<file path="config.mk">
export PLATFORM = sky130hd
export DESIGN_NAME = fetch_unit_flat
export DESIGN_NICKNAME = d
export VERILOG_FILES = /design/src/rtl/fetch_pkg.sv /design/src/rtl/fetch_if.sv /design/src/rtl/branch_lut.sv /design/src/rtl/fetch_unit.sv /design/src/flat_wrapper.sv
export SDC_FILE = /design/constraint.sdc
export NUM_CORES = 1
export LEC_CHECK = 0
export CAP_MARGIN = 10
export CORE_UTILIZATION = 40
export DETAILED_ROUTE_END_ITERATION = 10
export HOLD_SLACK_MARGIN = 0.05
export PLACE_DENSITY = 0.77
export SYNTH_ARGS = -nofsm -noshare
export SYNTH_HDL_FRONTEND = slang
export SYNTH_SLANG_ARGS = --single-unit
</file>
<file path="constraint.sdc">
create_clock -name CLK -period 6.1 [get_ports CLK]
set_clock_uncertainty 0.1 [all_clocks]
set_input_delay 1.525 -clock CLK [delete_from_list [all_inputs] [get_ports CLK]]
set_output_delay 1.525 -clock CLK [all_outputs]
set_load 0.1 [all_outputs]
</file>
<file path="src/rtl/fetch_pkg.sv">
// ---------------------------------------------------------------------------
// fetch_pkg
// Shared definitions for the fetch stage.
//   PW, IW, OFFW : PC, instruction and relative-offset widths
//   HALT_OP      : instruction encoding that stops fetching
//   fetch_state_t: IDLE / RUN / HALTED
//   ABS_LUT      : absolute branch targets, indexed by lut_idx
//   REL_LUT      : two's-complement relative offsets, indexed by lut_idx
// ---------------------------------------------------------------------------
package fetch_pkg;

    localparam int PW   = 16;
    localparam int IW   = 9;
    localparam int OFFW = 8;

    localparam logic [IW-1:0] HALT_OP = 9'b111_111_111;

    typedef enum logic [1:0] {
        IDLE   = 2'd0,
        RUN    = 2'd1,
        HALTED = 2'd2
    } fetch_state_t;

    // Packed tables: element [0] is the rightmost entry.
    // ABS_LUT[0..3] = 0x0000, 0x0008, 0x0010, 0x0020
    localparam logic [3:0][PW-1:0] ABS_LUT = {16'h0020, 16'h0010, 16'h0008, 16'h0000};
    // REL_LUT[0..3] = +2, -1, -3, +4
    localparam logic [3:0][OFFW-1:0] REL_LUT = {8'h04, 8'hFD, 8'hFF, 8'h02};

endpackage

</file>
<file path="src/rtl/fetch_if.sv">
// ---------------------------------------------------------------------------
// fetch_if
// Bundles the fetch stage's control, branch and ROM signals.
//   master : decode/ROM/testbench side (drives start, branches, inst)
//   slave  : fetch_unit side (drives PC, running, done)
// Optional macro FETCH_CYCLE_COUNT_EN adds cycle_count[31:0].
// ---------------------------------------------------------------------------
interface fetch_if;
    import fetch_pkg::*;

    logic            start;
    logic [PW-1:0]   start_addr;
    logic            stall;
    logic            br_abs;
    logic            br_rel;
    logic [1:0]      lut_idx;
    logic [IW-1:0]   inst;
    logic [PW-1:0]   PC;
    logic            running;
    logic            done;
`ifdef FETCH_CYCLE_COUNT_EN
    logic [31:0]     cycle_count;

    modport master (
        output start, start_addr, stall, br_abs, br_rel, lut_idx, inst,
        input  PC, running, done, cycle_count
    );

    modport slave (
        input  start, start_addr, stall, br_abs, br_rel, lut_idx, inst,
        output PC, running, done, cycle_count
    );
`else
    modport master (
        output start, start_addr, stall, br_abs, br_rel, lut_idx, inst,
        input  PC, running, done
    );

    modport slave (
        input  start, start_addr, stall, br_abs, br_rel, lut_idx, inst,
        output PC, running, done
    );
`endif

endinterface

</file>
<file path="src/rtl/branch_lut.sv">
// ---------------------------------------------------------------------------
// branch_lut
// Combinational lookup of branch targets from the package constants.
//   lut_idx    in  [1:0]   table index from decode
//   abs_target out [PW]    absolute branch target
//   rel_offset out [OFFW]  signed relative branch offset
// ---------------------------------------------------------------------------
module branch_lut
    import fetch_pkg::*;
(
    input  logic                   [1:0]  lut_idx,
    output logic                 [PW-1:0] abs_target,
    output logic signed        [OFFW-1:0] rel_offset
);

    assign abs_target = ABS_LUT[lut_idx];
    assign rel_offset = $signed(REL_LUT[lut_idx]);

endmodule

</file>
<file path="src/rtl/fetch_unit.sv">
// ---------------------------------------------------------------------------
// fetch_unit
// Program counter and next-PC selection, upstream of a combinational ROM.
//   CLK      in   system clock, rising edge
//   reset_n  in   asynchronous active-low reset
//   bus      slave side of fetch_if:
//            start/start_addr, stall, br_abs/br_rel/lut_idx, inst in;
//            PC, running, done out
// Optional macro FETCH_CYCLE_COUNT_EN adds bus.cycle_count, a saturating
// count of cycles spent in RUN, cleared on every accepted start.
// ---------------------------------------------------------------------------
module fetch_unit
    import fetch_pkg::*;
(
    input  logic    CLK,
    input  logic    reset_n,
    fetch_if.slave  bus
);

    // Sign-extend the offset to PC width and add; the carry is dropped so
    // the result wraps in both directions.
    function automatic logic [PW-1:0] sext_add(
        input logic        [PW-1:0]   base,
        input logic signed [OFFW-1:0] off
    );
        logic signed [PW-1:0] off_ext;
        off_ext  = PW'(off);
        sext_add = base + off_ext;
    endfunction

    fetch_state_t           state_p0, state_nxt;
    logic        [PW-1:0]   pc_p0, pc_nxt;
    logic                   running_p0, done_p0;

    logic        [PW-1:0]   abs_target;
    logic signed [OFFW-1:0] rel_offset;
    logic                   start_acc;

    branch_lut u_lut (
        .lut_idx    (bus.lut_idx),
        .abs_target (abs_target),
        .rel_offset (rel_offset)
    );

    // Next state / next PC. The halt check comes first so a halting
    // instruction leaves PC pointing at itself regardless of stall/branch.
    always_comb begin
        state_nxt = state_p0;
        pc_nxt    = pc_p0;
        start_acc = 1'b0;
        unique case (state_p0)
            IDLE, HALTED: begin
                if (bus.start) begin
                    start_acc = 1'b1;
                    state_nxt = RUN;
                    pc_nxt    = bus.start_addr;
                end
            end
            RUN: begin
                if (bus.inst == HALT_OP) begin
                    state_nxt = HALTED;
                end else if (bus.stall) begin
                    pc_nxt = pc_p0;
                end else if (bus.br_abs) begin
                    pc_nxt = abs_target;
                end else if (bus.br_rel) begin
                    pc_nxt = sext_add(pc_p0, rel_offset);
                end else begin
                    pc_nxt = pc_p0 + PW'(1);
                end
            end
            default: begin
                state_nxt = IDLE;
            end
        endcase
    end

    // Stage p0: state, PC and the registered status flags. The flags are
    // decoded from the next state so they come straight off flops.
    always_ff @(posedge CLK or negedge reset_n) begin
        if (!reset_n) begin
            state_p0   <= IDLE;
            pc_p0      <= '0;
            running_p0 <= 1'b0;
            done_p0    <= 1'b0;
        end else begin
            state_p0   <= state_nxt;
            pc_p0      <= pc_nxt;
            running_p0 <= (state_nxt == RUN);
            done_p0    <= (state_nxt == HALTED);
        end
    end

    assign bus.PC      = pc_p0;
    assign bus.running = running_p0;
    assign bus.done    = done_p0;

`ifdef FETCH_CYCLE_COUNT_EN
    function automatic logic [31:0] sat_inc(input logic [31:0] v);
        sat_inc = (v == 32'hFFFF_FFFF) ? v : v + 32'd1;
    endfunction

    logic [31:0] cnt_p0;

    // Counts every RUN cycle, including stalls and the halting fetch.
    always_ff @(posedge CLK or negedge reset_n) begin
        if (!reset_n) begin
            cnt_p0 <= '0;
        end else if (start_acc) begin
            cnt_p0 <= '0;
        end else if (state_p0 == RUN) begin
            cnt_p0 <= sat_inc(cnt_p0);
        end
    end

    assign bus.cycle_count = cnt_p0;
`endif

endmodule

</file>
<file path="src/flat_wrapper.sv">
// flat-port wrapper written by rule: the top's interface ports become plain ports
module fetch_unit_flat import fetch_pkg::*;
  (CLK, reset_n, bus_start, bus_start_addr, bus_stall, bus_br_abs, bus_br_rel, bus_lut_idx, bus_inst, bus_PC, bus_running, bus_done);
  fetch_if bus_i ();
  input  logic CLK;
  input  logic reset_n;
  input wire logic [$bits(bus_i.start)-1:0] bus_start;
  input wire logic [$bits(bus_i.start_addr)-1:0] bus_start_addr;
  input wire logic [$bits(bus_i.stall)-1:0] bus_stall;
  input wire logic [$bits(bus_i.br_abs)-1:0] bus_br_abs;
  input wire logic [$bits(bus_i.br_rel)-1:0] bus_br_rel;
  input wire logic [$bits(bus_i.lut_idx)-1:0] bus_lut_idx;
  input wire logic [$bits(bus_i.inst)-1:0] bus_inst;
  output wire logic [$bits(bus_i.PC)-1:0] bus_PC;
  output wire logic [$bits(bus_i.running)-1:0] bus_running;
  output wire logic [$bits(bus_i.done)-1:0] bus_done;
  assign bus_i.start = bus_start;
  assign bus_i.start_addr = bus_start_addr;
  assign bus_i.stall = bus_stall;
  assign bus_i.br_abs = bus_br_abs;
  assign bus_i.br_rel = bus_br_rel;
  assign bus_i.lut_idx = bus_lut_idx;
  assign bus_i.inst = bus_inst;
  assign bus_PC = bus_i.PC;
  assign bus_running = bus_i.running;
  assign bus_done = bus_i.done;
  fetch_unit u_core (.CLK(CLK), .reset_n(reset_n), .bus(bus_i));
endmodule
</file>
# After elaboration in Yosys (flattened, before gate mapping)
# Cells that the tools add are included.
dict set report totals {
  elab_cells 32
  input_bits 33
  ff_bits 20
  output_inout_bits 18
}
dict set report classes {
  n_eq_ne 8
  addsub 2
  n_lt_le_gt_ge 1
  n_reduce_logical 4
  mux 13
}
# cell count
set op_table {}
lappend op_table {{16-bit 2-to-1 mux} 6}
lappend op_table {{16-bit binary-select mux with 2-bit select} 1}
lappend op_table {{16-bit one-hot mux with 2 select lines} 1}
lappend op_table {{16-bit by 1-bit adder with 16-bit output (second input constant)} 1}
lappend op_table {{16-bit adder} 1}
lappend op_table {{8-bit binary-select mux with 2-bit select} 1}
lappend op_table {{9-bit == test (second input constant)} 1}
lappend op_table {{8-bit 2-to-1 mux} 1}
lappend op_table {{2-bit != test (second input constant)} 3}
lappend op_table {{2-bit by 1-bit == test with 1-bit output (second input constant)} 2}
lappend op_table {{2-bit == test (second input constant)} 2}
lappend op_table {{2-bit 2-to-1 mux} 2}
lappend op_table {{2-bit one-hot mux with 2 select lines} 1}
lappend op_table {{4-bit AND reduction} 1}
lappend op_table {{2-bit by 3-bit < comparator with 1-bit output (second input constant)} 1}
lappend op_table {{2-bit logical NOT} 1}
lappend op_table {{2-bit nonzero test} 1}
lappend op_table {{2-bit OR reduction} 1}

# Depth between registers and ports, before layout
dict set report depth {
  word_depth 8
  depth_mapped 12
  ltp_nobuf 11
}

# Hierarchy
# From an unflattened synthesis, not the netlist that was laid out.
dict set report unflattened {
  hier_cells 253
  hier_area_um2 2047.0
}
# module seq_area_each_um2 cells_each area_per_inst_um2 n_inst
set by_module_without_submodules {}
lappend by_module_without_submodules {fetch_unit 500.5 227 1846.8 1}
lappend by_module_without_submodules {branch_lut 0.0 26 200.2 1}

# Worst setup path after synthesis
# No wires, ideal clock.
dict set report synth_path {
  kind {input port to flip-flop}
  startpoint {in bus_lut_idx[0]}
  endpoint {reg u_core.pc_p0[12] (netlist: u_core.bus.PC[12])}
  cell_stages 11
  path_buffers 0
  t_required_ns 5.872
  path_slack_ns 2.128
  arrival_ns 3.743
  setup_time_ns 0.128
  cell_sequence {inv_1 > ha_1 > nand2b_1 > ha_1 > fa_1 > a211oi_1 > nor2_1 > o41a_1 > mux2_1 > nand4_1 > nand3_1}
}
dict set report synth_via {
  elab_chain_cells 8
  word_cells_on_any_way 10
  cone_classes {add/sub: 1; mux: 9}
}
# element line_no
set synth_rtl {}
lappend synth_rtl {{start, declared} flat_wrapper.sv:12} ;# input wire logic [$bits(bus_i.lut_idx)-1:0] bus_lut_idx;
lappend synth_rtl {{8-bit binary-select mux with 2-bit select} branch_lut.sv:17} ;# assign rel_offset = $signed(REL_LUT[lut_idx]);
lappend synth_rtl {{8-bit 2-to-1 mux (not written as such)} branch_lut.sv:17}
lappend synth_rtl {{16-bit adder} fetch_unit.sv:28} ;# sext_add = base + off_ext;
lappend synth_rtl {{16-bit 2-to-1 mux} fetch_unit.sv:66} ;# end else if (bus.br_rel) begin
lappend synth_rtl {{16-bit 2-to-1 mux (*)} fetch_unit.sv:64} ;# end else if (bus.br_abs) begin
lappend synth_rtl {{16-bit 2-to-1 mux (*)} fetch_unit.sv:62} ;# end else if (bus.stall) begin
lappend synth_rtl {{16-bit 2-to-1 mux (*)} fetch_unit.sv:60} ;# if (bus.inst == HALT_OP) begin
lappend synth_rtl {{16-bit one-hot mux with 2 select lines (*)} fetch_unit.sv:51} ;# unique case (state_p0)
lappend synth_rtl {{end signal, assigned} fetch_unit.sv:88} ;# pc_p0 <= pc_nxt;
lappend synth_rtl {{end, declared} fetch_unit.sv:32} ;# logic [PW-1:0] pc_p0, pc_nxt;
# Every way passes the cells marked *; elsewhere a longest branch is shown, timed or not. The select of a mux whose other input is x is not followed.
# A chain may end at the register's enable or synchronous reset.

# Final worst setup path
dict set report layout_path {
  startpoint {in bus_lut_idx[1]}
  endpoint {reg u_core.pc_p0[15] (netlist: u_core.bus.PC[15])}
}
# The elaborated chain is that of the path after synthesis.

==> results.cfg <==
[status]
status = finished clean

[pwr]
p_leak_nw = 1.04
p_per_area_nw_per_um2 = 520
power_mw = 1.25
ir_worst_vdd_mv = 0.317

[place]
place.gp.congestion = 0.888
dp.final_hpwl_mm = 3.52
port_buffers = 50

[die]
fp-row-count = 24
die_w_um = 70.0
die_y_um = 70.0
core-area_um2 = 4380
io_pins = 51
dieArea_um2 = 4900
start_util = 0.422

[sta]
setup-tns-final_ns = 0
relSlewSlack = 0.348
tightest_slew_ns = 0.976
max_freq_mhz = 218
period_minus_slack_ns = 4.59
period_share = 0.752
setup_viol = 0
rsz0062_at_grt = no
finalHoldViolations = 0
hold_slack_ns = 0.432
slew_viol_final = 0

[min_path]
hold_class = reg2reg
min_from = u_core.bus.PC[12]$_DFFE_PN0P_

[flow_run]
maxCapViolations = 0

[layout]
drive_above_1_share = 0.0340
final_util = 0.547
fin_nets = 320
areaGrowthSynthToFinish_pct = 29.8
fill_cells = 418
n_antenna_cell = 0

[detailed_routing]
via_per_inst = 5.88
drc = 0
wirelength_mm = 4.84
drt_pass1_iterations = 4
wl_per_cell_um = 15.3
vias = 1864
drtIter0Drc = 152
drtAntennaViolNets = 0

[worst_setup_path]
path_cells = clkdlybuf4s50_1 -> inv_1 -> ha_1 -> nand2_1 -> inv_1 -> ha_1 -> a21oi_2 -> nand2_1 -> a221oi_2 -> a31oi_2 -> xnor2_1 -> o211ai_2
critPathTopFamily = buffers and inverters
crit_fanout = 14
cp.required_ns = 6.14
cp_num_buf_inv = 3
crit_path_top_delay_cell = clkdlybuf4s50_1
crit_start = bus_lut_idx[1]
r2r_start = u_core.state_p0[1]$_DFF_PN0_
crit_type = in2reg
cp_data_arrival_time_ns = 4.63
end_kind = register
max_stage_delay_ns = 0.54
start_kind = input port

[cts]
cts_buffers = 3
cts_tree = done
holdBufCountCts = 0
root_buffer = clkbuf_8
path_clk_slew_ns = 0.08
post_cts.repair.setup_buffers = 0
h-tree-depth = 1
clock-sinks = 20
cts_resized = 0
clockBufferDepth = 2
clkLatencyLatePin_ns = 0.26

[logic_synthesis]
syn_avg_cell_area_um2 = 8.29
synthXorXnorAreaFrac = 0.0379
synth_area_um2 = 1850
syn_inst = 223
async_flop_share = 1.00
synth-edff-count = 0
synth_fa_ha_area_frac = 0.139
synth_top_area_cell = dfrtp_1
netlist.area_leader.share = 0.271
yosysWarnings = 0
synth_cell_types = 50
synth_fp_nets = 276
yosysSeqAreaShare = 0.271
muxShareOfSynthArea = 0.0284
ys_top_cells_by_area = dfrtp_1, ha_1, nor2_1, a21oi_1, nand2_1
synth_compound_area_frac = 0.259
yosys_register_bits = 20
synth-main-ff-cell = dfrtp_1
synthSimpleGateAreaFrac = 0.226
synth_top_family_by_area = compound AO/OA/AOI/OAI gates

[grt]
grt_pass1_wl_mm = 8.10
first_global_vias = 1772
antenna_found_initial = 0
grt_max_degree = 25
track_usage = 0.207
overflow = 0
cells in the final DEF, fill, tap and decap left out, drive strengths merged, types with 2 or more instances in the layout:
| master | instances |
|---|---|
| clkdlybuf4s50 | 50 |
| nor2 | 27 |
| dfrtp | 20 |
| ha | 19 |
| nand2 | 18 |
| o21ai | 17 |
| a21oi | 16 |
| nand3 | 11 |
| a21o | 7 |
| a221oi | 7 |
| and3 | 6 |
| nand4 | 5 |
| nor2b | 5 |
| a211oi | 5 |
| inv | 4 |
| xor2 | 4 |
| xnor2 | 4 |
| a31oi | 4 |
| nor3 | 3 |
| mux2i | 3 |
| clkbuf | 3 |
| nand2b | 2 |
| nor4 | 2 |
| mux2 | 2 |
| nor3b | 2 |
| a211o | 2 |
| o211ai | 2 |
synth_stat cells (all sizes together), types with 3 or more instances:
library cell and number:
a21o 7, ha 19, nand2 18, a211oi 5, xor2 4, mux2i 3
nand4 5, a221oi 7, inv 4, nand3 11, xnor2 4, clkbuf 6
dfrtp 20, a21oi 16, buf 5, nor2 27, a31oi 4, nor2b 5
nor3 3, and3 6, o21ai 17
per-stage QoR:
step	worst slack (ns)	cells	cell area, um2
after floorplan	2.13	223	1850
after global placement	1.36	314	2360
after detailed placement	1.25	314	2360
after CTS	1.52	317	2400
after global routing	1.28	317	2400
final	1.51	317	2400
state kept, by name (all words and copies together) (netlist names):
signal,flops
u_core.bus.PC,16
u_core.bus.running,1
u_core.state_p0,2
u_core.bus.done,1
cell families after synthesis:
logic type	Yosys count
simple gates	86
compound gates	69
xor+xnor	8
fa+ha+maj	20
buf+inv	15
flops	20
mux	5
area by class of cell:
| cell class | count | area (um2) | area share |
|---|---|---|---|
| Inverter | 4 | 15.0 | 0.00626 |
| Clock buffer | 3 | 41.3 | 0.0172 |
| Sequential cell | 20 | 500 | 0.209 |
| Timing Repair Buffer | 50 | 500 | 0.209 |
| Tap cell | 52 | 65.1 | 0.0271 |
| Multi-Input combinational cell | 188 | 1280 | 0.532 |
path summary, 6_finish.rpt:
path,cells after the start,slack [ns],to
min reg2reg,2,0.43,u_core.bus.PC[12]$_DFFE_PN0P_
max reg2reg,6,3.32,u_core.bus.PC[15]$_DFFE_PN0P_
max,12,1.51,u_core.bus.PC[15]$_DFFE_PN0P_
min,2,0.43,u_core.bus.PC[12]$_DFFE_PN0P_
min in group asynchronous,1,1.70,u_core.bus.PC[5]$_DFFE_PN0P_
max in group asynchronous,1,3.61,u_core.bus.PC[3]$_DFFE_PN0P_
per-layer routing:
metal,routed length [um],part of all wire,track usage,up-vias
li1,-,-,-,913
met4,104,0.021,0.0733,0
met5,0,0,0,-
met1,2300,0.48,0.276,868
met2,2120,0.44,0.331,74
met3,313,0.065,0.0404,9
worst min-delay path: stages (launching register included):
cell	delay (ns)
dfrtp_1	0.38
nand2_1	0.06
nand3_1	0.06
report_power, final:
group | switching, mW | internal (mW)
sequential | 0.0479 | 0.184
clock | 0.0473 | 0.0441
combinational | 0.648 | 0.276
total | 0.744 | 0.504
Note: power is estimated with default switching activity, not from simulation.
